## config.mk

```make
export PLATFORM = sky130hd
export DESIGN_NAME = lc3_controller_flat
export DESIGN_NICKNAME = d
export VERILOG_FILES = /design/src/rtl/lc3_pkg.sv /design/src/rtl/lc3_controller_if.sv /design/src/rtl/lc3_hazard_unit.sv /design/src/rtl/lc3_controller.sv /design/src/flat_wrapper.sv
export SDC_FILE = /design/constraint.sdc
export NUM_CORES = 1
export LEC_CHECK = 0
export CORE_MARGIN = 10
export CORE_UTILIZATION = 31
export DETAILED_ROUTE_END_ITERATION = 6
export PLACE_DENSITY = 0.8
export REMOVE_ABC_BUFFERS = 1
export SYNTH_ARGS = -nofsm -noshare
export SYNTH_HDL_FRONTEND = slang
export SYNTH_SLANG_ARGS = --single-unit
```

## constraint.sdc

```tcl
create_clock -name clk -period 1.7 [get_ports clk]
set_input_delay 0.17 -clock clk [delete_from_list [all_inputs] [get_ports clk]]
set_output_delay 0.17 -clock clk [all_outputs]
set_load 0.05 [all_outputs]
```

## src/rtl/lc3_pkg.sv

```systemverilog
// Shared LC-3 controller types: opcode and memory-state encodings plus opcode class helpers.
package lc3_pkg;

  typedef enum logic [3:0] {
    OP_BR   = 4'h0, OP_ADD = 4'h1, OP_LD  = 4'h2, OP_ST  = 4'h3,
    OP_JSR  = 4'h4, OP_AND = 4'h5, OP_LDR = 4'h6, OP_STR = 4'h7,
    OP_RTI  = 4'h8, OP_NOT = 4'h9, OP_LDI = 4'hA, OP_STI = 4'hB,
    OP_JMP  = 4'hC, OP_RES = 4'hD, OP_LEA = 4'hE, OP_TRAP = 4'hF
  } opcode_t;

  typedef enum logic [1:0] {
    MEM_READ     = 2'd0,
    MEM_INDIRECT = 2'd1,
    MEM_WRITE    = 2'd2,
    MEM_IDLE     = 2'd3
  } mem_state_t;

  function automatic opcode_t op_of(input logic [15:0] instr);
    return opcode_t'(instr[15:12]);
  endfunction

  function automatic logic is_alu(input opcode_t op);
    return op inside {OP_ADD, OP_AND, OP_NOT, OP_LEA};
  endfunction

  function automatic logic is_load(input opcode_t op);
    return op inside {OP_LD, OP_LDR, OP_LDI};
  endfunction

  function automatic logic is_store(input opcode_t op);
    return op inside {OP_ST, OP_STR, OP_STI};
  endfunction

  function automatic logic is_ctl(input opcode_t op);
    return op inside {OP_BR, OP_JMP};
  endfunction

endpackage

```

## src/rtl/lc3_controller_if.sv

```systemverilog
// Controller <-> datapath bundle; master is the controller, slave is the datapath side.
interface lc3_controller_if;
  logic        complete_instr;
  logic        complete_data;
  logic [15:0] Instr_dout;
  logic [15:0] IR;
  logic [15:0] IR_Exec;
  logic [2:0]  NZP;
  logic [2:0]  psr;
  logic        enable_updatePC;
  logic        enable_fetch;
  logic        enable_decode;
  logic        enable_execute;
  logic        enable_writeback;
  logic        br_taken;
  logic        bypass_alu_1;
  logic        bypass_alu_2;
  logic        bypass_mem_1;
  logic        bypass_mem_2;
  logic [1:0]  mem_state;

  modport master (
    input  complete_instr, complete_data, Instr_dout, IR, IR_Exec, NZP, psr,
    output enable_updatePC, enable_fetch, enable_decode, enable_execute,
           enable_writeback, br_taken, bypass_alu_1, bypass_alu_2,
           bypass_mem_1, bypass_mem_2, mem_state
  );

  modport slave (
    output complete_instr, complete_data, Instr_dout, IR, IR_Exec, NZP, psr,
    input  enable_updatePC, enable_fetch, enable_decode, enable_execute,
           enable_writeback, br_taken, bypass_alu_1, bypass_alu_2,
           bypass_mem_1, bypass_mem_2, mem_state
  );
endinterface

```

## src/rtl/lc3_hazard_unit.sv

```systemverilog
// Pure-combinational operand-forward detector: matches execute's destination against decode's sources.
module lc3_hazard_unit
  import lc3_pkg::*;
(
  input  logic [15:0] i_ir,
  input  logic [15:0] i_ir_exec,
  output logic        o_alu_1,
  output logic        o_alu_2,
  output logic        o_mem_1,
  output logic        o_mem_2
);

  opcode_t w_op_dec;
  opcode_t w_op_exec;
  logic    w_src1_hit;
  logic    w_src2_hit;
  logic    w_unused_bits;

  assign w_op_dec  = op_of(i_ir);
  assign w_op_exec = op_of(i_ir_exec);

  // SR1 lives in [8:6] for these opcodes; SR2 only exists in register-mode ADD/AND.
  assign w_src1_hit = (w_op_dec inside {OP_ADD, OP_AND, OP_NOT, OP_LDR, OP_STR, OP_JMP})
                      && (i_ir[8:6] == i_ir_exec[11:9]);
  assign w_src2_hit = (w_op_dec inside {OP_ADD, OP_AND}) && !i_ir[5]
                      && (i_ir[2:0] == i_ir_exec[11:9]);

  assign o_alu_1 = is_alu(w_op_exec)  && w_src1_hit;
  assign o_alu_2 = is_alu(w_op_exec)  && w_src2_hit;
  assign o_mem_1 = is_load(w_op_exec) && w_src1_hit;
  assign o_mem_2 = is_load(w_op_exec) && w_src2_hit;

  assign w_unused_bits = ^{i_ir[11:9], i_ir[4:3], i_ir_exec[8:0]};

endmodule

```

## src/rtl/lc3_controller.sv

```systemverilog
// LC-3 pipeline controller: fill/stall sequencing, memory FSM, branch resolve, forwarding selects.
// Optional LC3_CTRL_MEM_BYPASS_EN forwards load results; otherwise a load-use match stalls one cycle.
module lc3_controller
  import lc3_pkg::*;
#(
  parameter int CTL_STALL = 3
)(
  input  logic             clk,
  input  logic             reset,
  lc3_controller_if.master bus
);

  localparam logic [2:0] LP_STALL = 3'(CTL_STALL);

  mem_state_t r_mem_state;
  logic [2:0] r_valid;
  logic [2:0] r_count;
  logic       r_run;

  opcode_t w_op_fetch;
  opcode_t w_op_exec;
  logic    w_mem_busy, w_haz_stall, w_ctl_load;
  logic    w_alu_1, w_alu_2, w_mem_1, w_mem_2;
  logic    w_upd, w_fetch, w_dec, w_exe, w_wb;
  logic    w_unused_fetch;

  assign w_op_fetch     = op_of(bus.Instr_dout);
  assign w_op_exec      = op_of(bus.IR_Exec);
  assign w_mem_busy     = (r_mem_state != MEM_IDLE);
  assign w_ctl_load     = bus.complete_instr && is_ctl(w_op_fetch);
  assign w_unused_fetch = ^bus.Instr_dout[11:0];

  lc3_hazard_unit u_hazard (
    .i_ir      (bus.IR),
    .i_ir_exec (bus.IR_Exec),
    .o_alu_1   (w_alu_1),
    .o_alu_2   (w_alu_2),
    .o_mem_1   (w_mem_1),
    .o_mem_2   (w_mem_2)
  );

`ifdef LC3_CTRL_MEM_BYPASS_EN
  assign w_haz_stall      = 1'b0;
  assign bus.bypass_mem_1 = reset & w_mem_1;
  assign bus.bypass_mem_2 = reset & w_mem_2;
`else
  logic r_haz_q;

  // One bubble per load-use match; r_haz_q lets the pipeline move on the following cycle.
  assign w_haz_stall      = (w_mem_1 | w_mem_2) & ~w_mem_busy & ~r_haz_q;
  assign bus.bypass_mem_1 = 1'b0;
  assign bus.bypass_mem_2 = 1'b0;

  always_ff @(posedge clk or negedge reset) begin
    if (!reset) r_haz_q <= 1'b0;
    else        r_haz_q <= w_haz_stall;
  end
`endif

  assign bus.bypass_alu_1 = reset & w_alu_1;
  assign bus.bypass_alu_2 = reset & w_alu_2;
  assign bus.br_taken     = reset & ((w_op_exec == OP_JMP) ||
                                     ((w_op_exec == OP_BR) && ((bus.NZP & bus.psr) != 3'b000)));
  assign bus.mem_state    = r_mem_state;

  // NOTE: state updates use non-blocking assignments so every flop samples pre-edge values.
  always_ff @(posedge clk or negedge reset) begin
    if (!reset) begin
      r_mem_state <= MEM_IDLE;
      r_count     <= '0;
      r_valid     <= '0;
      r_run       <= 1'b0;
    end else begin
      r_run <= 1'b1;
      case (r_mem_state)
        MEM_IDLE: begin
          if (is_load(w_op_exec))
            r_mem_state <= (w_op_exec == OP_LDI) ? MEM_INDIRECT : MEM_READ;
          else if (is_store(w_op_exec))
            r_mem_state <= (w_op_exec == OP_STI) ? MEM_INDIRECT : MEM_WRITE;
        end
        // Execute is frozen while busy, so IR_Exec still names the indirect op here.
        MEM_INDIRECT: if (bus.complete_data)
          r_mem_state <= (w_op_exec == OP_STI) ? MEM_WRITE : MEM_READ;
        default: if (bus.complete_data) r_mem_state <= MEM_IDLE;
      endcase
      if (!w_mem_busy) begin
        if (r_count != 3'd0) r_count <= r_count - 3'd1;
        else if (w_ctl_load) r_count <= LP_STALL;
      end
      if (r_run && !w_mem_busy && !w_haz_stall)
        r_valid <= {r_valid[1:0], 1'b1};
    end
  end

  // NOTE: every output gets a default first so no path leaves a latch behind.
  always_comb begin
    w_upd   = 1'b0;
    w_fetch = 1'b0;
    w_dec   = 1'b0;
    w_exe   = 1'b0;
    w_wb    = 1'b0;
    if (w_mem_busy) begin
      w_wb = (r_mem_state == MEM_READ) && bus.complete_data;
    end else if (w_haz_stall) begin
      w_wb = r_valid[2];
    end else begin
      w_exe = r_valid[1];
      w_wb  = r_valid[2];
      if (r_count != 3'd0) begin
        w_upd = (r_count == 3'd1);
        w_dec = r_valid[0] && (r_count == LP_STALL);
      end else begin
        w_dec   = r_valid[0];
        w_fetch = r_run && bus.complete_instr;
        w_upd   = r_run && bus.complete_instr;
      end
    end
  end

  assign bus.enable_updatePC  = w_upd;
  assign bus.enable_fetch     = w_fetch;
  assign bus.enable_decode    = w_dec;
  assign bus.enable_execute   = w_exe;
  assign bus.enable_writeback = w_wb;

endmodule

```

## src/flat_wrapper.sv

```systemverilog
// flat-port wrapper written by rule: the top's interface ports become plain ports
module lc3_controller_flat import lc3_pkg::*;
#(
  parameter int CTL_STALL = 3
)
  (clk, reset, bus_complete_instr, bus_complete_data, bus_Instr_dout, bus_IR, bus_IR_Exec, bus_NZP, bus_psr, bus_enable_updatePC, bus_enable_fetch, bus_enable_decode, bus_enable_execute, bus_enable_writeback, bus_br_taken, bus_bypass_alu_1, bus_bypass_alu_2, bus_bypass_mem_1, bus_bypass_mem_2, bus_mem_state);
  lc3_controller_if bus_i ();
  input  logic clk;
  input  logic reset;
  input wire logic [$bits(bus_i.complete_instr)-1:0] bus_complete_instr;
  input wire logic [$bits(bus_i.complete_data)-1:0] bus_complete_data;
  input wire logic [$bits(bus_i.Instr_dout)-1:0] bus_Instr_dout;
  input wire logic [$bits(bus_i.IR)-1:0] bus_IR;
  input wire logic [$bits(bus_i.IR_Exec)-1:0] bus_IR_Exec;
  input wire logic [$bits(bus_i.NZP)-1:0] bus_NZP;
  input wire logic [$bits(bus_i.psr)-1:0] bus_psr;
  output wire logic [$bits(bus_i.enable_updatePC)-1:0] bus_enable_updatePC;
  output wire logic [$bits(bus_i.enable_fetch)-1:0] bus_enable_fetch;
  output wire logic [$bits(bus_i.enable_decode)-1:0] bus_enable_decode;
  output wire logic [$bits(bus_i.enable_execute)-1:0] bus_enable_execute;
  output wire logic [$bits(bus_i.enable_writeback)-1:0] bus_enable_writeback;
  output wire logic [$bits(bus_i.br_taken)-1:0] bus_br_taken;
  output wire logic [$bits(bus_i.bypass_alu_1)-1:0] bus_bypass_alu_1;
  output wire logic [$bits(bus_i.bypass_alu_2)-1:0] bus_bypass_alu_2;
  output wire logic [$bits(bus_i.bypass_mem_1)-1:0] bus_bypass_mem_1;
  output wire logic [$bits(bus_i.bypass_mem_2)-1:0] bus_bypass_mem_2;
  output wire logic [$bits(bus_i.mem_state)-1:0] bus_mem_state;
  assign bus_i.complete_instr = bus_complete_instr;
  assign bus_i.complete_data = bus_complete_data;
  assign bus_i.Instr_dout = bus_Instr_dout;
  assign bus_i.IR = bus_IR;
  assign bus_i.IR_Exec = bus_IR_Exec;
  assign bus_i.NZP = bus_NZP;
  assign bus_i.psr = bus_psr;
  assign bus_enable_updatePC = bus_i.enable_updatePC;
  assign bus_enable_fetch = bus_i.enable_fetch;
  assign bus_enable_decode = bus_i.enable_decode;
  assign bus_enable_execute = bus_i.enable_execute;
  assign bus_enable_writeback = bus_i.enable_writeback;
  assign bus_br_taken = bus_i.br_taken;
  assign bus_bypass_alu_1 = bus_i.bypass_alu_1;
  assign bus_bypass_alu_2 = bus_i.bypass_alu_2;
  assign bus_bypass_mem_1 = bus_i.bypass_mem_1;
  assign bus_bypass_mem_2 = bus_i.bypass_mem_2;
  assign bus_mem_state = bus_i.mem_state;
  lc3_controller #(.CTL_STALL(CTL_STALL)) u_core (.clk(clk), .reset(reset), .bus(bus_i));
endmodule
```

==> impl_metrics.env <==
export IMPL_status="complete, but fails checks"
export IMPL_violations="setup timing"
export IMPL_end_kind="output port"
export IMPL_grt_max_degree=11
export IMPL_synth_seq_cells=10
export IMPL_utilization=0.6799
export IMPL_setup_violations_final=4
export IMPL_async_reset_ff_frac=1.000
export IMPL_fin_worst_skew_ns=0.002525
export IMPL_yosysTopAreaCellShare=0.2520
export IMPL_period_share=1.089
export IMPL_yosysUniqueCellTypes=39
export IMPL_drtIter0Drc=20
export IMPL_track_usage=0.1160
export IMPL_synth_most_common_cell="dfrtp_1"
export IMPL_ir_worst_vdd_uv=1184
export IMPL_ff_latch_area_um2=254.0
export IMPL_synth_edf_count=0
export IMPL_routed_wl_mm=3.091
export IMPL_dp_hpwl_mm=2.269
export IMPL_grt_pass1_vias=1052
export IMPL_crit_top_cell="buf_4"
export IMPL_p_per_area_nw_per_um2=1271
export IMPL_start_util=0.3236
export IMPL_dr_pass1_iters=4
export IMPL_layout_drive_gt1_share=0.4936
export IMPL_synth_top_cell_by_area="dfrtp_1"
export IMPL_synth_commonest_cells="8 x dfrtp_1, 6 x nand2_1, 6 x nor2_1"
export IMPL_antenna_found_initial=0
export IMPL_place_ws_ns=-0.4399
export IMPL_synthCells=88
export IMPL_wire_per_inst_um=16.62
export IMPL_clk_pin_slew_ns=0.07
export IMPL_clk_latency_ns=0.28
export IMPL_final_setup_tns_ns=-0.3717
export IMPL_critPathSlowestCell="dfrtp_1"
export IMPL_yosys_warnings=0
export IMPL_place_gp_congestion=0.8389
export IMPL_cp_max_fo=4
export IMPL_rsz0062_at_grt="yes"
export IMPL_cpPeakStageDelay_ns=0.40
export IMPL_cts_root_buf="clkbuf_4"
export IMPL_setup_ws_ns=-0.1505
export IMPL_worstPathArrival_ns=1.68
export IMPL_die_area_um2=4988
export IMPL_grt_pass1_wl_mm=4.905
export IMPL_synthToLayoutAreaGrowth_pct=110.1
export IMPL_core_um2=2455
export IMPL_rows=18
export IMPL_cts_tree="done"
export IMPL_die_h_um=70.63
export IMPL_drc=0
export IMPL_die_x_um=70.63
export IMPL_maxSlewViolCount=0
export IMPL_startpoint_type="flip-flop"
export IMPL_clkSinkCount=10
export IMPL_nFillCells=199
export IMPL_fin_nets=220
export IMPL_via_count=947
export IMPL_antenna_cells=0
export IMPL_multi_input_area_um2=676.9
export IMPL_syn_cell_area_um2=794.5
export IMPL_grt_overflow=0
export IMPL_viasPerCell=5.091
export IMPL_postRouteAntennaNets=0
export IMPL_port_buffers=41
export IMPL_avgSynthCellArea_um2=9.029
export IMPL_io_pins=70
export IMPL_required_ns=1.53
export IMPL_synthFlopType="dfrtp_1"
export IMPL_fin_crit_ns=1.850
export IMPL_clockBufferDepth=2
export IMPL_numCtsBuffers=3
export IMPL_clock_fmax_ghz=0.5404
export IMPL_hp_class="primary input to async pin"
export IMPL_power_leakage_nw=0.7243
export IMPL_maxCapViolations=0
export IMPL_hold_violations=0
export IMPL_crit_path_cell_trace="buf_4, ha_1, nor3b_4, a31oi_2, nor3_2, buf_4, buf_12"
export IMPL_cts_max_level=1
export IMPL_critPathKind="flip-flop to output port"
export IMPL_synth_area_leaders="dfrtp_1 25%, ha_1 7.9%, dfstp_2 6.6%, xnor2_1 4.4%, xor2_1 3.3%"
export IMPL_seq_area_frac_synth=0.3181
-- worst max-delay path: cells and delay by family (launching register included) --
| family | cells | cell delay (ns) |
|---|---|---|
| buffers and inverters | 3 | 0.42 |
| flip-flops | 1 | 0.40 |
| AND/OR/NAND/NOR | 2 | 0.21 |
| adder cells (fa/ha/maj) | 1 | 0.20 |
| AO/OA/AOI/OAI | 1 | 0.16 |
-- repair_timing --
| item | CTS | global route |
|---|---|---|
| endpoints found under the hold margin | 0 | 0 |
| cloned | 0 | 0 |
| hold buffers | 0 | 0 |
| gates resized for setup | 59 | 9 |
| endpoints found under the setup margin | 10 | 9 |
| pin swaps | 18 | 6 |
| setup buffers | 6 | 2 |
-- path summary, 6_finish.rpt --
| path | cells after the start | to | from | slack, ns |
|---|---|---|---|---|
| max | 7 | bus_enable_updatePC | u_core.r_count[0] | -0.15 |
| min | 2 | u_core.r_count[0] | reset | 0.29 |
| max reg2reg | 6 | u_core.r_valid[1] | u_core.bus.mem_state[0] | 0.09 |
| min reg2reg | 1 | u_core.r_valid[2] | u_core.r_valid[2] | 0.50 |
| max in group asynchronous | 2 | u_core.bus.mem_state[0] | reset | 1.19 |
| min in group clk | 3 | u_core.bus.mem_state[1] | bus_IR_Exec[14] | 0.40 |
-- final cells by class --
type,count,share of cell area
inverters,5,0.01124
well taps,30,0.02249
flip-flops and latches,10,0.1522
multi-input cells,72,0.4055
repair buffers,65,0.3868
clock buffers,4,0.02174
-- layout by cell type (no fill, tap or decap), types with 3 or more instances in the layout --
cell,netlist,final
nand2_1,6,5
inv_1,5,3
ha_1,5,3
nor2_1,6,4
buf_12,0,8
clkbuf_4,0,3
buf_4,2,25
xnor2_1,4,4
xor2_2,0,3
o21ai_0,5,4
conb_1,2,3
nand3_1,5,5
dfrtp_1,8,7
buf_2,0,3
clkdlybuf4s50_1,0,15
dlygate4sd2_1,0,8
-- flip-flops by register name (all words and copies together) (netlist names) --
register              cells
u_core.r_count            3
u_core.r_valid            3
u_core.bus.mem_state      2
u_core.r_haz_q            1
u_core.r_run              1
-- cells by family (layout without fill, tap and decap cells) --
family / after synthesis / count (layout) / synth area share
other: 2 / 3 / 0.009452
AND/OR/NAND/NOR: 36 / 36 / 0.2693
XOR/XNOR: 7 / 7 / 0.07717
multiplexers: 3 / 3 / 0.04252
AO/OA/AOI/OAI: 18 / 18 / 0.1622
buffers and inverters: 7 / 74 / 0.04252
adder cells (fa/ha/maj): 5 / 5 / 0.07874
flip-flops: 10 / 10 / 0.3181
-- stage by stage --
stage          hold WS (ns)  cell area, µm²  std cells  total power (W)
2_1_floorplan       -0.1256           783.3         87        0.0009794
3_3_place_gp         0.4752            1434        175         0.001568
3_5_place_dp         0.4881            1434        175         0.001591
4_1_cts              0.2731            1633        184         0.002025
5_1_grt              0.2957            1669        186         0.002228
6_report             0.2884            1669        186         0.002121
-- per-layer routing --
layer,wire (µm),global-route usage,vias up
li1,-,-,444
met4,79,0.04086,0
met3,218,0.02929,7
met1,1282,0.1245,453
met5,0,0,-
met2,1510,0.2136,43
-- where the power goes --
part | switching, W | internal [W] | total (W)
registers | 0.0000446 | 0.000306 | 0.000351
clock network | 0.0000979 | 0.000131 | 0.000229
logic | 0.000798 | 0.000744 | 0.00154
total | 0.000940 | 0.00118 | 0.00212
Power figures use the tool's default switching activity.
